===== config.mk =====
export PLATFORM = sky130hd
export DESIGN_NAME = rom_word_fetcher_flat
export DESIGN_NICKNAME = d
export VERILOG_FILES = /design/src/rtl/rom_word_fetcher_pkg.sv /design/src/rtl/rom_word_fetcher_if.sv /design/src/rtl/rom_word_fetcher.sv /design/src/flat_wrapper.sv
export SDC_FILE = /design/constraint.sdc
export NUM_CORES = 1
export LEC_CHECK = 0
export ABC_AREA = 1
export BUFFER_PORTS_ARGS = -buffer_cell sky130_fd_sc_hd__buf_2
export CAP_MARGIN = 10
export CORE_MARGIN = 4
export CORE_UTILIZATION = 50
export DETAILED_ROUTE_END_ITERATION = 16
export HOLD_SLACK_MARGIN = 0.08
export PLACE_DENSITY = 0.77
export REMOVE_ABC_BUFFERS = 1
export SYNTH_ARGS = -nofsm -noshare
export SYNTH_HDL_FRONTEND = slang
export SYNTH_SLANG_ARGS = --single-unit

===== constraint.sdc =====
create_clock -name clk -period 2.15 [get_ports clk]
set_clock_uncertainty 0.05 [all_clocks]
set_input_delay 0.215 -clock clk [delete_from_list [all_inputs] [get_ports clk]]
set_output_delay 0.215 -clock clk [all_outputs]
set_load 0.005 [all_outputs]

===== src/rtl/rom_word_fetcher_pkg.sv =====
// Shared types and helpers for the ROM word fetcher: FSM states, word geometry
// and the request address check.
package rom_fetch_pkg;

  localparam int unsigned WORD_BYTES = 4;

  typedef enum logic [2:0] {
    ST_IDLE   = 3'd0,
    ST_SEL_LO = 3'd1,
    ST_SEL_HI = 3'd2,
    ST_CAP_HI = 3'd3,
    ST_RESP   = 3'd4
  } fetch_state_e;

  // Addresses arrive zero-extended to 64 bits so addr+4 cannot wrap.
  function automatic logic fetch_err(input logic [63:0] addr, input logic [63:0] mem_size);
    logic misaligned;
    logic out_of_range;
    misaligned   = (addr[1:0] != 2'b00);
    out_of_range = ((addr + 64'(WORD_BYTES)) > mem_size);
    return misaligned | out_of_range;
  endfunction

endpackage


===== src/rtl/rom_word_fetcher_if.sv =====
// Request, response and dual-port ROM select signals of the word fetcher.
// master is the fetcher's view; slave is the CPU front end plus ROM side.
interface rom_word_fetcher_if #(
  parameter int unsigned BUS_WIDTH    = 8,
  parameter int unsigned SELECT_WIDTH = 32
) ();
  import rom_fetch_pkg::*;

  localparam int unsigned WORD_W = WORD_BYTES * BUS_WIDTH;

  logic                    req_valid;
  logic [SELECT_WIDTH-1:0] req_addr;
  logic                    req_ready;
  logic                    rsp_valid;
  logic [WORD_W-1:0]       rsp_data;
  logic                    rsp_err;
  logic                    rsp_ready;
  logic [SELECT_WIDTH-1:0] mem_sel;
  logic [SELECT_WIDTH-1:0] mem_sel_a;
  logic [BUS_WIDTH-1:0]    mem_data;
  logic [BUS_WIDTH-1:0]    mem_data_a;

  modport master (
    input  req_valid, req_addr, rsp_ready, mem_data, mem_data_a,
    output req_ready, rsp_valid, rsp_data, rsp_err, mem_sel, mem_sel_a
  );

  modport slave (
    output req_valid, req_addr, rsp_ready, mem_data, mem_data_a,
    input  req_ready, rsp_valid, rsp_data, rsp_err, mem_sel, mem_sel_a
  );

endinterface


===== src/rtl/rom_word_fetcher.sv =====
// Fetches a 32-bit big-endian word from a dual-port byte ROM, two bytes per
// cycle, and returns it over a valid/ready channel; bad addresses get an error.
module rom_word_fetcher
  import rom_fetch_pkg::*;
#(
  parameter int unsigned BUS_WIDTH    = 8,
  parameter int unsigned SELECT_WIDTH = 32,
  parameter int unsigned MEMORY_SIZE  = 128
) (
  input  logic               clk,
  input  logic               rst,
  rom_word_fetcher_if.master bus
);

  localparam int unsigned WORD_W = WORD_BYTES * BUS_WIDTH;

  fetch_state_e            r_state;
  fetch_state_e            w_state_nxt;
  logic [SELECT_WIDTH-1:0] r_addr;
  logic [SELECT_WIDTH-1:0] r_mem_sel;
  logic [SELECT_WIDTH-1:0] r_mem_sel_a;
  logic [WORD_W-1:0]       r_rsp_data;
  logic                    r_rsp_err;
  logic                    r_rsp_valid;
  logic                    w_req_ready;
  logic                    w_req_fire;
  logic                    w_addr_err;

  // Ready is gated by reset so a request is never taken while reset is held.
  assign w_req_ready = (r_state == ST_IDLE) & ~rst;
  assign w_req_fire  = bus.req_valid & w_req_ready;
  assign w_addr_err  = fetch_err(64'(bus.req_addr), 64'(MEMORY_SIZE));

  always_ff @(posedge clk) begin
    if (rst) r_state <= ST_IDLE;
    else     r_state <= w_state_nxt;
  end

  always_comb begin
    w_state_nxt = r_state;
    case (r_state)
      ST_IDLE:   if (w_req_fire) w_state_nxt = w_addr_err ? ST_RESP : ST_SEL_LO;
      ST_SEL_LO: w_state_nxt = ST_SEL_HI;
      ST_SEL_HI: w_state_nxt = ST_CAP_HI;
      ST_CAP_HI: w_state_nxt = ST_RESP;
      ST_RESP:   if (bus.rsp_ready) w_state_nxt = ST_IDLE;
      default:   w_state_nxt = ST_IDLE;
    endcase
  end

  // Selects lead the captures by one cycle to cover the ROM read latency.
  always_ff @(posedge clk) begin
    if (rst) begin
      r_addr      <= '0;
      r_mem_sel   <= '0;
      r_mem_sel_a <= '0;
      r_rsp_data  <= '0;
      r_rsp_err   <= 1'b0;
      r_rsp_valid <= 1'b0;
    end else begin
      case (r_state)
        ST_IDLE: begin
          if (w_req_fire) begin
            r_addr <= bus.req_addr;
            if (w_addr_err) begin
              r_rsp_err   <= 1'b1;
              r_rsp_data  <= '0;
              r_rsp_valid <= 1'b1;
            end else begin
              r_mem_sel   <= bus.req_addr;
              r_mem_sel_a <= bus.req_addr + SELECT_WIDTH'(1);
            end
          end
        end
        ST_SEL_LO: begin
          r_mem_sel   <= r_addr + SELECT_WIDTH'(2);
          r_mem_sel_a <= r_addr + SELECT_WIDTH'(3);
        end
        ST_SEL_HI: begin
          r_rsp_data[WORD_W-1 -: BUS_WIDTH]           <= bus.mem_data;
          r_rsp_data[WORD_W-BUS_WIDTH-1 -: BUS_WIDTH] <= bus.mem_data_a;
        end
        ST_CAP_HI: begin
          r_rsp_data[2*BUS_WIDTH-1 -: BUS_WIDTH] <= bus.mem_data;
          r_rsp_data[BUS_WIDTH-1 -: BUS_WIDTH]   <= bus.mem_data_a;
          r_rsp_err   <= 1'b0;
          r_rsp_valid <= 1'b1;
        end
        ST_RESP: begin
          if (bus.rsp_ready) r_rsp_valid <= 1'b0;
        end
        default: ;
      endcase
    end
  end

  assign bus.req_ready = w_req_ready;
  assign bus.rsp_valid = r_rsp_valid;
  assign bus.rsp_data  = r_rsp_data;
  assign bus.rsp_err   = r_rsp_err;
  assign bus.mem_sel   = r_mem_sel;
  assign bus.mem_sel_a = r_mem_sel_a;

endmodule


===== src/flat_wrapper.sv =====
// flat-port wrapper written by rule: the top's interface ports become plain ports
module rom_word_fetcher_flat import rom_fetch_pkg::*;
#(
  parameter int unsigned BUS_WIDTH    = 8,
  parameter int unsigned SELECT_WIDTH = 32,
  parameter int unsigned MEMORY_SIZE  = 128
)
  (clk, rst, bus_req_valid, bus_req_addr, bus_rsp_ready, bus_mem_data, bus_mem_data_a, bus_req_ready, bus_rsp_valid, bus_rsp_data, bus_rsp_err, bus_mem_sel, bus_mem_sel_a);
  rom_word_fetcher_if #(.BUS_WIDTH(BUS_WIDTH), .SELECT_WIDTH(SELECT_WIDTH)) bus_i ();
  input  logic clk;
  input  logic rst;
  input wire logic [$bits(bus_i.req_valid)-1:0] bus_req_valid;
  input wire logic [$bits(bus_i.req_addr)-1:0] bus_req_addr;
  input wire logic [$bits(bus_i.rsp_ready)-1:0] bus_rsp_ready;
  input wire logic [$bits(bus_i.mem_data)-1:0] bus_mem_data;
  input wire logic [$bits(bus_i.mem_data_a)-1:0] bus_mem_data_a;
  output wire logic [$bits(bus_i.req_ready)-1:0] bus_req_ready;
  output wire logic [$bits(bus_i.rsp_valid)-1:0] bus_rsp_valid;
  output wire logic [$bits(bus_i.rsp_data)-1:0] bus_rsp_data;
  output wire logic [$bits(bus_i.rsp_err)-1:0] bus_rsp_err;
  output wire logic [$bits(bus_i.mem_sel)-1:0] bus_mem_sel;
  output wire logic [$bits(bus_i.mem_sel_a)-1:0] bus_mem_sel_a;
  assign bus_i.req_valid = bus_req_valid;
  assign bus_i.req_addr = bus_req_addr;
  assign bus_i.rsp_ready = bus_rsp_ready;
  assign bus_i.mem_data = bus_mem_data;
  assign bus_i.mem_data_a = bus_mem_data_a;
  assign bus_req_ready = bus_i.req_ready;
  assign bus_rsp_valid = bus_i.rsp_valid;
  assign bus_rsp_data = bus_i.rsp_data;
  assign bus_rsp_err = bus_i.rsp_err;
  assign bus_mem_sel = bus_i.mem_sel;
  assign bus_mem_sel_a = bus_i.mem_sel_a;
  rom_word_fetcher #(.BUS_WIDTH(BUS_WIDTH), .SELECT_WIDTH(SELECT_WIDTH), .MEMORY_SIZE(MEMORY_SIZE)) u_core (.clk(clk), .rst(rst), .bus(bus_i));
endmodule

=== Word level (Yosys, flattened, before mapping) ===
Index checks and enable logic that the tools add are counted.

* Bitwise operators: 4
* Reduce and logical (&&, ||, !) cells: 12
* Magnitude comparators: 1
* Add/sub/neg operators: 4
* Equal/unequal tests: 8
* Mux-type cells: 19

{| class="wikitable"
|+ Operators with widths
! cell !! number
|-
| $mux 32 || 6
|-
| $pmux 32 s2 || 2
|-
| $add 32x2->32 const B || 2
|-
| $gt 64x8->1 const B || 1
|-
| $pmux 16 s2 || 2
|-
| $add 32x3->33 const B || 1
|-
| $add 32x1->32 const B || 1
|-
| $pmux 3 s5 || 1
|-
| $mux 3 || 3
|-
| $reduce_and 3->1 || 3
|-
| $reduce_bool 2->1 || 4
|-
| $eq 3x2->1 const B || 2
|-
| $ne 2x1->1 const B || 2
|-
| $ne 2x2->1 const B || 2
|-
| $reduce_and 2->1 || 2
|-
| $reduce_and 4->1 || 1
|-
| $eq 3x1->1 const B || 1
|-
| $eq 3x3->1 const B || 1
|-
| $logic_not 3->1 || 1
|-
| $mux 1 || 3
|-
| $pmux 1 s3 || 1
|-
| $reduce_bool 3->1 || 1
|-
| $and 1x1->1 || 2
|-
| $pmux 1 s2 || 1
|-
| other kinds (2) || 2
|}

* Output and inout port bits: 99
* Flip-flop bits (word level): 133
* Word-level logic and storage cells: 56
* Bits of input ports: 52

=== Logic depth before layout (Yosys ltp) ===
Gate-level depths: netlist of the first run.

* Depth in word-level cells: 6
* Mapped depth: 18
* Gate-level depth less buffers: 16

=== Least setup slack after synthesis of the first run ===
No wires, ideal clock.

* Path type: input to register
* Start: input port bus_req_addr[2]
* End: register u_core.r_mem_sel[26] (netlist: u_core.bus.mem_sel[26])
* Buffers on the path: 2
* Path slack: 0.114 ns
* Setup time: 0.140 ns
* Required time: 1.960 ns
* Cell stages on the path: 16
* Data arrival time: 1.846 ns
* Path through: buf_2 -> nand2_1 -> nor2_1 -> nand2_1 -> nor2_2 -> nand2_1 -> xnor2_1 -> nor2_1 -> nand2_1 -> nor2_4 -> nand2_4 -> nand2_4 -> nand2_4 -> buf_6 -> nand2_1 -> a21oi_1

* Cells in the longest elaborated chain, start to end: 5

{| class="wikitable"
|+ Ends and longest elaborated chain
! item !! RTL line !! RTL
|-
| start, declared || flat_wrapper.sv:13 || <nowiki>input wire logic [$bits(bus_i.req_addr)-1:0] bus_req_addr;</nowiki>
|-
| $add 32x3->33 || rom_word_fetcher_pkg.sv:20 || <nowiki>out_of_range = ((addr + 64'(WORD_BYTES)) > mem_size);</nowiki>
|-
| $gt 64x8->1 || rom_word_fetcher_pkg.sv:20 ||
|-
| $or 1x1->1 || rom_word_fetcher_pkg.sv:21 || <nowiki>return misaligned | out_of_range;</nowiki>
|-
| $ne 2x2->1 (no line) || -- ||
|-
| $reduce_and 3->1 (no line) || -- ||
|-
| end signal, assigned || rom_word_fetcher.sv:70 || <nowiki>r_mem_sel <= bus.req_addr;</nowiki>
|-
| end signal, assigned || rom_word_fetcher.sv:76 || <nowiki>r_mem_sel <= r_addr + SELECT_WIDTH'(2);</nowiki>
|-
| end, declared || rom_word_fetcher.sv:20 || <nowiki>logic [SELECT_WIDTH-1:0] r_mem_sel;</nowiki>
|}

Every way passes these cells.
A chain may end at the register's enable or synchronous reset.

=== Worst setup path in the final report of the first run ===
* Start: register u_core.r_addr[1]
* End: register u_core.r_mem_sel_a[7] (netlist: u_core.bus.mem_sel_a[7])

* Cells in the longest elaborated chain, start to end: 2

{| class="wikitable"
|+ Ends and longest elaborated chain
! item !! RTL line !! RTL
|-
| start, declared || rom_word_fetcher.sv:19 || <nowiki>logic [SELECT_WIDTH-1:0] r_addr;</nowiki>
|-
| start signal, assigned || rom_word_fetcher.sv:64 || <nowiki>r_addr <= bus.req_addr;</nowiki>
|-
| $add 32x2->32 || rom_word_fetcher.sv:77 || <nowiki>r_mem_sel_a <= r_addr + SELECT_WIDTH'(3);</nowiki>
|-
| $pmux 32 s2 || rom_word_fetcher.sv:61 || <nowiki>case (r_state)</nowiki>
|-
| end signal, assigned || rom_word_fetcher.sv:71 || <nowiki>r_mem_sel_a <= bus.req_addr + SELECT_WIDTH'(1);</nowiki>
|-
| end signal, assigned || rom_word_fetcher.sv:77 ||
|-
| end, declared || rom_word_fetcher.sv:21 || <nowiki>logic [SELECT_WIDTH-1:0] r_mem_sel_a;</nowiki>
|}

Every way passes these cells.

==> results.cfg, run 1 <==
[floorplan]
die_area_um2 = 16600
initial_core_util_pct = 51.9
die_width_um = 129
rows = 43
core_um2 = 14100
die-height_um = 129
pin_count = 151

[critical_path]
cp_max_fo = 3
reg2reg_from = u_core.r_addr[1]
end_kind = flop
r2r_end = u_core.bus.mem_sel_a[7]
r2r_slack_ps = 60
crit_arrival_ps = 2400
slowest_stage = dfxtp_2
start_kind = flop
criticalPathCategory = reg2reg
reg2reg_depth = 15
cp_num_buf_inv = 5
critical_path.cell_chain = buf_4 > ha_2 > inv_1 > nand2_1 > inv_1 > nor2_2 > nand2_2 > nor2_4 > inv_4 > buf_4 > nand2_1 > nand3_1 > o21ai_0 > nand3_1 > a21oi_1
crit_cells = 15
cp_top_family = simple AND/OR/NAND/NOR gates
cpPeakStageDelay_ps = 340
cp.required_ps = 2460

[timing]
fmax_mhz = 478
holdWs_ps = 84.2
tns_ps = 0
fin_crit_ps = 2090
final.setup.worst_slack_ps = 59.1
final.period_utilization_pct = 97.3
setup_viol = 0
tightest_slew_ps = 600
max_slew_margin_pct = 60.0
drv_slew = 0
hold_viol_final = 0

[cells_and_area]
num-fill-cells = 1129
layout.nets = 1468
instances_no_fill = 1604
area_growth_pct = 41.5
final_common_cell = nand2_1
diodes = 0
mostFrequentLayoutCells = nand2_1 (301), buf_2 (146), buf_4 (140), dfxtp_1 (129), inv_1 (104)
drive_above_1_share_pct = 31.7

[synth]
async_reset_ff_share_pct = 0
synth_seq_cells = 133
synth_edf_count = 0
synthFlopType = dfxtp_1
syn_area_per_cell_um2 = 6.56
yosysWarnings = 0
netlist_area_um2 = 7320
yosysUniqueCellTypes = 37
syn_inst = 1115
ys_seq_area_share_pct = 36.4

[clocking]
clock-sinks = 133
cts_root_buffer = clkbuf_16
cts_made_buffers = 17
cts.clk_slew.worst_paths_ps = 60
cts_tree = done
clockBufferDepth = 2
clk_latency_ps = 440
cts_max_level = 4

[routing]
post_drt_via_cell_ratio = 5.36
routed_wl_um = 26000
wl_per_cell_um = 16.2
drtPass1Iterations = 6
antenna_left = 0
drc = 0
vias = 8603
drtIter0Drc = 830

[placement]
dp_hpwl_um = 18000
dp.cells = 1537
pre_cts_ws_ps = -269
globalplace.congestion = 1.01
port_buffers = 150

[run_status]
status = complete, no violations

[global_route]
antenna_found_initial = 0
grt_max_degree = 65
grt_overflow = 0
grt_usage_pct = 29.9
grt_pass1_wl_um = 39700
grt_pass1_vias = 7901

[flow_run]
cap_violations = 0

[worst_hold_path]
holdPathEnd = u_core.r_addr[2]
holdPathStages = 3
hold_start = bus_req_addr[2]
hold_path.class = in2reg

[power_and_ir_drop]
vdd_drop_max_v = 0.000560
leakagePower_nw = 4.46
power-per-cell-area_nw_per_um2 = 634
## area by class of cell
| cell class | count | area (um^2) | share of cell area [%] |
|---|---|---|---|
| sequential | 133 | 2670 | 25.8 |
| tap | 180 | 225 | 2.17 |
| clock buffer | 18 | 439 | 4.24 |
| inverter | 114 | 433 | 4.18 |
| timing repair buffer | 319 | 2200 | 21.2 |
| multi-input combinational | 826 | 4220 | 40.7 |
| clock inverter | 14 | 176 | 1.70 |
## per-stage QoR
stage | util, % | instance area [um^2] | power (W)
2_1_floorplan | - | 7080 | 0.00299
4_1_cts | 71.0 | 10000 | 0.00646
3_5_place_dp | 64.9 | 9140 | 0.00341
3_3_place_gp | 64.9 | 9140 | 0.00340
5_1_grt | 73.5 | 10400 | 0.00681
6_report | 73.5 | 10400 | 0.00657
## timing repair
action                     in CTS  in global routing
setup buffers                   0                 13
gates resized for setup         5                 70
gates cloned                    0                  1
setup endpoints to repair       4                 90
hold endpoints to repair       45                  0
pin swaps                       0                 31
hold buffers                   24                  0
## how the worst max path moves through the flow
stage / startpoint / end / slack [ps]
after detailed placement: bus_req_addr[9] / u_core.bus.mem_sel[30] / -270
after global placement: bus_req_addr[9] / u_core.bus.mem_sel[15] / -200
final: u_core.r_addr[1] / u_core.bus.mem_sel_a[7] / 60
after global routing: u_core.r_addr[1] / u_core.bus.mem_sel_a[7] / -70
after CTS: u_core.r_addr[1] / u_core.bus.mem_sel_a[27] / 10
after floorplan: u_core.r_state[1] / u_core.bus.mem_sel[11] / -3400
## cell usage after synthesis, types with 3 or more instances
library cell  count  share of area (%)
a21oi_2          19                2.3
nand4_1           9               0.77
nand2_4           3               0.46
nor2_2            5               0.43
nand3_1          97                6.6
buf_2             3               0.21
xor2_1           19                2.3
inv_1           109                5.6
nand2_2          22                1.9
o21ai_0          73                5.0
nor4_1            6               0.51
a21oi_1         108                7.4
nor2_1          101                5.2
nor2_4            6               0.92
buf_6             7                1.1
ha_1              5               0.85
dfxtp_1         133                 36
nand2_1         311                 16
clkbuf_1         29                1.5
nor3_1           19                1.3
inv_2             4               0.21
nand3_4           3               0.72
nand3b_1          3               0.31
## kinds of logic after synthesis
| logic type | count (synthesis) | share of synthesized area [%] |
|---|---|---|
| AND/OR/NAND/NOR | 589 | 35.5 |
| multiplexers | 1 | 0.137 |
| buffers and inverters | 157 | 9.13 |
| adder cells (fa/ha/maj) | 5 | 0.855 |
| AO/OA/AOI/OAI | 209 | 15.5 |
| flip-flops | 133 | 36.4 |
| XOR/XNOR | 21 | 2.51 |
## flip-flops by register name, indices dropped and copies added (netlist names)
signal,flops
u_core.bus.mem_sel_a,32
u_core.r_addr,32
u_core.bus.rsp_err,1
u_core.bus.rsp_data,32
u_core.bus.rsp_valid,1
u_core.r_state,3
u_core.bus.mem_sel,32
## routing by layer
metal	GRT usage (%)	wire length, um	vias up
met5	0	0	-
met3	6.43	1930	82
li1	-	-	4202
met2	48.4	12200	410
met1	39.1	11000	3909
met4	11.6	859	0
## power breakdown
part	internal [W]	leakage, nW	switching [W]	total (W)
Combinational	0.000380	3.09	0.000542	0.000922
Sequential	0.00253	1.08	0.0000594	0.00259
Clock	0.00186	0.291	0.00119	0.00305
## tightest hold or removal path: cells and delay by family
family	cells	cell delay (ps)
AOI/OAI and AO/OA	1	80
buffers and inverters	2	230
Note: power is estimated with default switching activity, not from simulation.
==> run 2, diff against run 1 <==
--- a/config.mk
+++ b/config.mk
@@ -13,7 +13,6 @@
 export DETAILED_ROUTE_END_ITERATION = 16
 export HOLD_SLACK_MARGIN = 0.08
 export PLACE_DENSITY = 0.77
-export REMOVE_ABC_BUFFERS = 1
 export SYNTH_ARGS = -nofsm -noshare
 export SYNTH_HDL_FRONTEND = slang
 export SYNTH_SLANG_ARGS = --single-unit
==> run 2 against run 1 <==
Compared with the run above:
- fmax up 1.0%
- global-route usage grew 0.065 points
- utilization down 0.51 points
- count of clock-buffer cells in the layout unchanged
- final area decreased by 0.69%
- sequential power about the same
- critical path type unchanged
- die area did not move
- sequential cell count did not move
==> results.cfg, run 2 (same netlist as run 1, synthesis figures left out) <==
[run_status]
status = complete, no violations

[synth]
synth_fp_nets = 1172

[critical_path]
cp_max_fo = 4
slowest_stage = dfxtp_1
end_kind = flop
reg2reg_from = u_core.r_addr[14]
setup.worst_path.start = u_core.r_addr[14]
start_kind = flop
cp.required_ps = 2450
r2r_slack_ps = 80
crit_end = u_core.bus.mem_sel[28]
cp_top_family = simple AND/OR/NAND/NOR gates
cpPeakStageDelay_ps = 420
cp_num_buf_inv = 3
crit_arrival_ps = 2370
reg2reg_depth = 11
crit_cells = 11
critical_path.cell_chain = nand2_1 > nor3_1 > inv_1 > nor4_1 > buf_4 > nand2_1 > inv_1 > nand2_1 > a21oi_1 > o21ai_1 > a21oi_1
criticalPathCategory = reg2reg
cp_common_cell = nand2_1
r2r_end = u_core.bus.mem_sel[28]

[cells_and_area]
num-fill-cells = 1181
finish.utilization_pct = 73.0
layout.nets = 1469
diodes = 0
instances_no_fill = 1603
final_common_cell = nand2_1
regArea_um2 = 2670
drive_above_1_share_pct = 30.8
mostFrequentLayoutCells = nand2_1 (302), buf_2 (148), buf_4 (137), dfxtp_1 (130), inv_1 (105)
area_growth_pct = 40.5
multi_input_area_um2 = 4170

[routing]
routed_wl_um = 26500
vias = 8661
drc = 0
antenna_left = 0
post_drt_via_cell_ratio = 5.40
drtPass1Iterations = 5
wl_per_cell_um = 16.5
drtIter0Drc = 817

[power_and_ir_drop]
power-per-cell-area_nw_per_um2 = 614
vdd_drop_max_v = 0.000581
power_w = 0.00631
leakagePower_nw = 4.48

[timing]
rsz0062_at_grt = true
final.period_utilization_pct = 96.3
max_slew_margin_pct = 30.8
drv_slew = 0
holdWs_ps = 95.2
setup_viol = 0
fmax_mhz = 483
tightest_slew_ps = 1040
fin_crit_ps = 2070
hold_viol_final = 0

[global_route]
grt_pass1_wl_um = 39500
grt_pass1_vias = 7999
antenna_found_initial = 0
grt_usage_pct = 30.0
grt_overflow = 0
grt_max_degree = 90

[floorplan]
core_um2 = 14100
initial_core_util_pct = 51.9
rows = 43
pin_count = 151
die_area_um2 = 16600
die_width_um = 129
die-height_um = 129

[clocking]
clk_latency_ps = 430
cts_made_buffers = 17
cts_root_buffer = clkbuf_16
cts.clk_slew.worst_paths_ps = 60
clock-sinks = 133
clockBufferDepth = 2
cts_max_level = 4
cts_tree = done

[placement]
globalplace.congestion = 1.01
dp.cells = 1536
port_buffers = 150
dp_hpwl_um = 18600

[worst_hold_path]
hold_path.class = in2reg
holdPathStages = 3

[flow_run]
cap_violations = 0
## run 2: cell count changes in the layout (fill, tap and decap cells not counted), sizes merged
| cell | previous run | this run |
|---|---|---|
| bufinv | 3 | 2 |
| clkbuf | 18 | 21 |
| clkinv | 5 | 8 |
| clkinvlp | 4 | 2 |
| dlymetal6s4s | 2 | 1 |
| inv | 116 | 114 |
| nand3 | 101 | 100 |
## run 2: how the worst min path moves through the flow
stage	startpoint	end
2_1_floorplan	bus_mem_data[2]	u_core.bus.rsp_data[10]
3_3_place_gp	u_core.bus.rsp_valid	u_core.bus.rsp_valid
3_5_place_dp	u_core.bus.rsp_valid	u_core.bus.rsp_valid
4_1_cts	bus_req_addr[26]	u_core.r_addr[26]
5_1_grt	bus_req_addr[28]	u_core.r_addr[28]
6_report	bus_req_addr[26]	u_core.r_addr[26]
## run 2: what timing repair did
item                                    4_1_cts  5_1_grt
hold endpoints to repair                     40        0
pin swaps                                     3       22
cloned                                        0        6
resized for setup                             5       57
hold buffers                                 23        0
buffers inserted                              1        9
endpoints found under the setup margin        3      100
## run 2: cell type report
cell class,instances,share of cell area (%)
clock buffers,18,4.17
clock inverters,12,1.30
inverters,114,4.16
multi-input cells,825,40.6
flip-flops and latches,133,25.9
well taps,180,2.19
repair buffers,321,21.7
## run 2: where the power goes
part           internal, W  switching (W)
clock network      0.00169        0.00112
registers          0.00253      0.0000624
logic             0.000364       0.000547
## run 2: stage by stage
step / setup TNS [ps] / setup slack (ps) / area (um^2)
finish: 0 / 80.1 / 10300
global route: -444 / -70.3 / 10300
CTS: 0 / 0.628 / 9930
detailed placement: -19560 / -239 / 9110
global placement: -21840 / -255 / 9110
floorplan: 0 / 114 / 7320
## run 2: worst register-to-register path, cell delays in order, from the launching register on
cell     delay (ps)
dfxtp_1         420
nand2_1         130
nor3_1          260
inv_1           130
nor4_1          210
buf_4           170
nand2_1          60
inv_1            90
nand2_1          70
a21oi_1         140
o21ai_1         100
a21oi_1         140
## run 2: layer usage
| layer | track usage, % | share of wire [%] | up-vias |
|---|---|---|---|
| met4 | 14.3 | 4.1 | 0 |
| met1 | 38.8 | 41 | 3955 |
| met2 | 48.7 | 48 | 402 |
| met3 | 5.06 | 7.7 | 96 |
| met5 | 0 | 0 | - |
| li1 | - | - | 4208 |
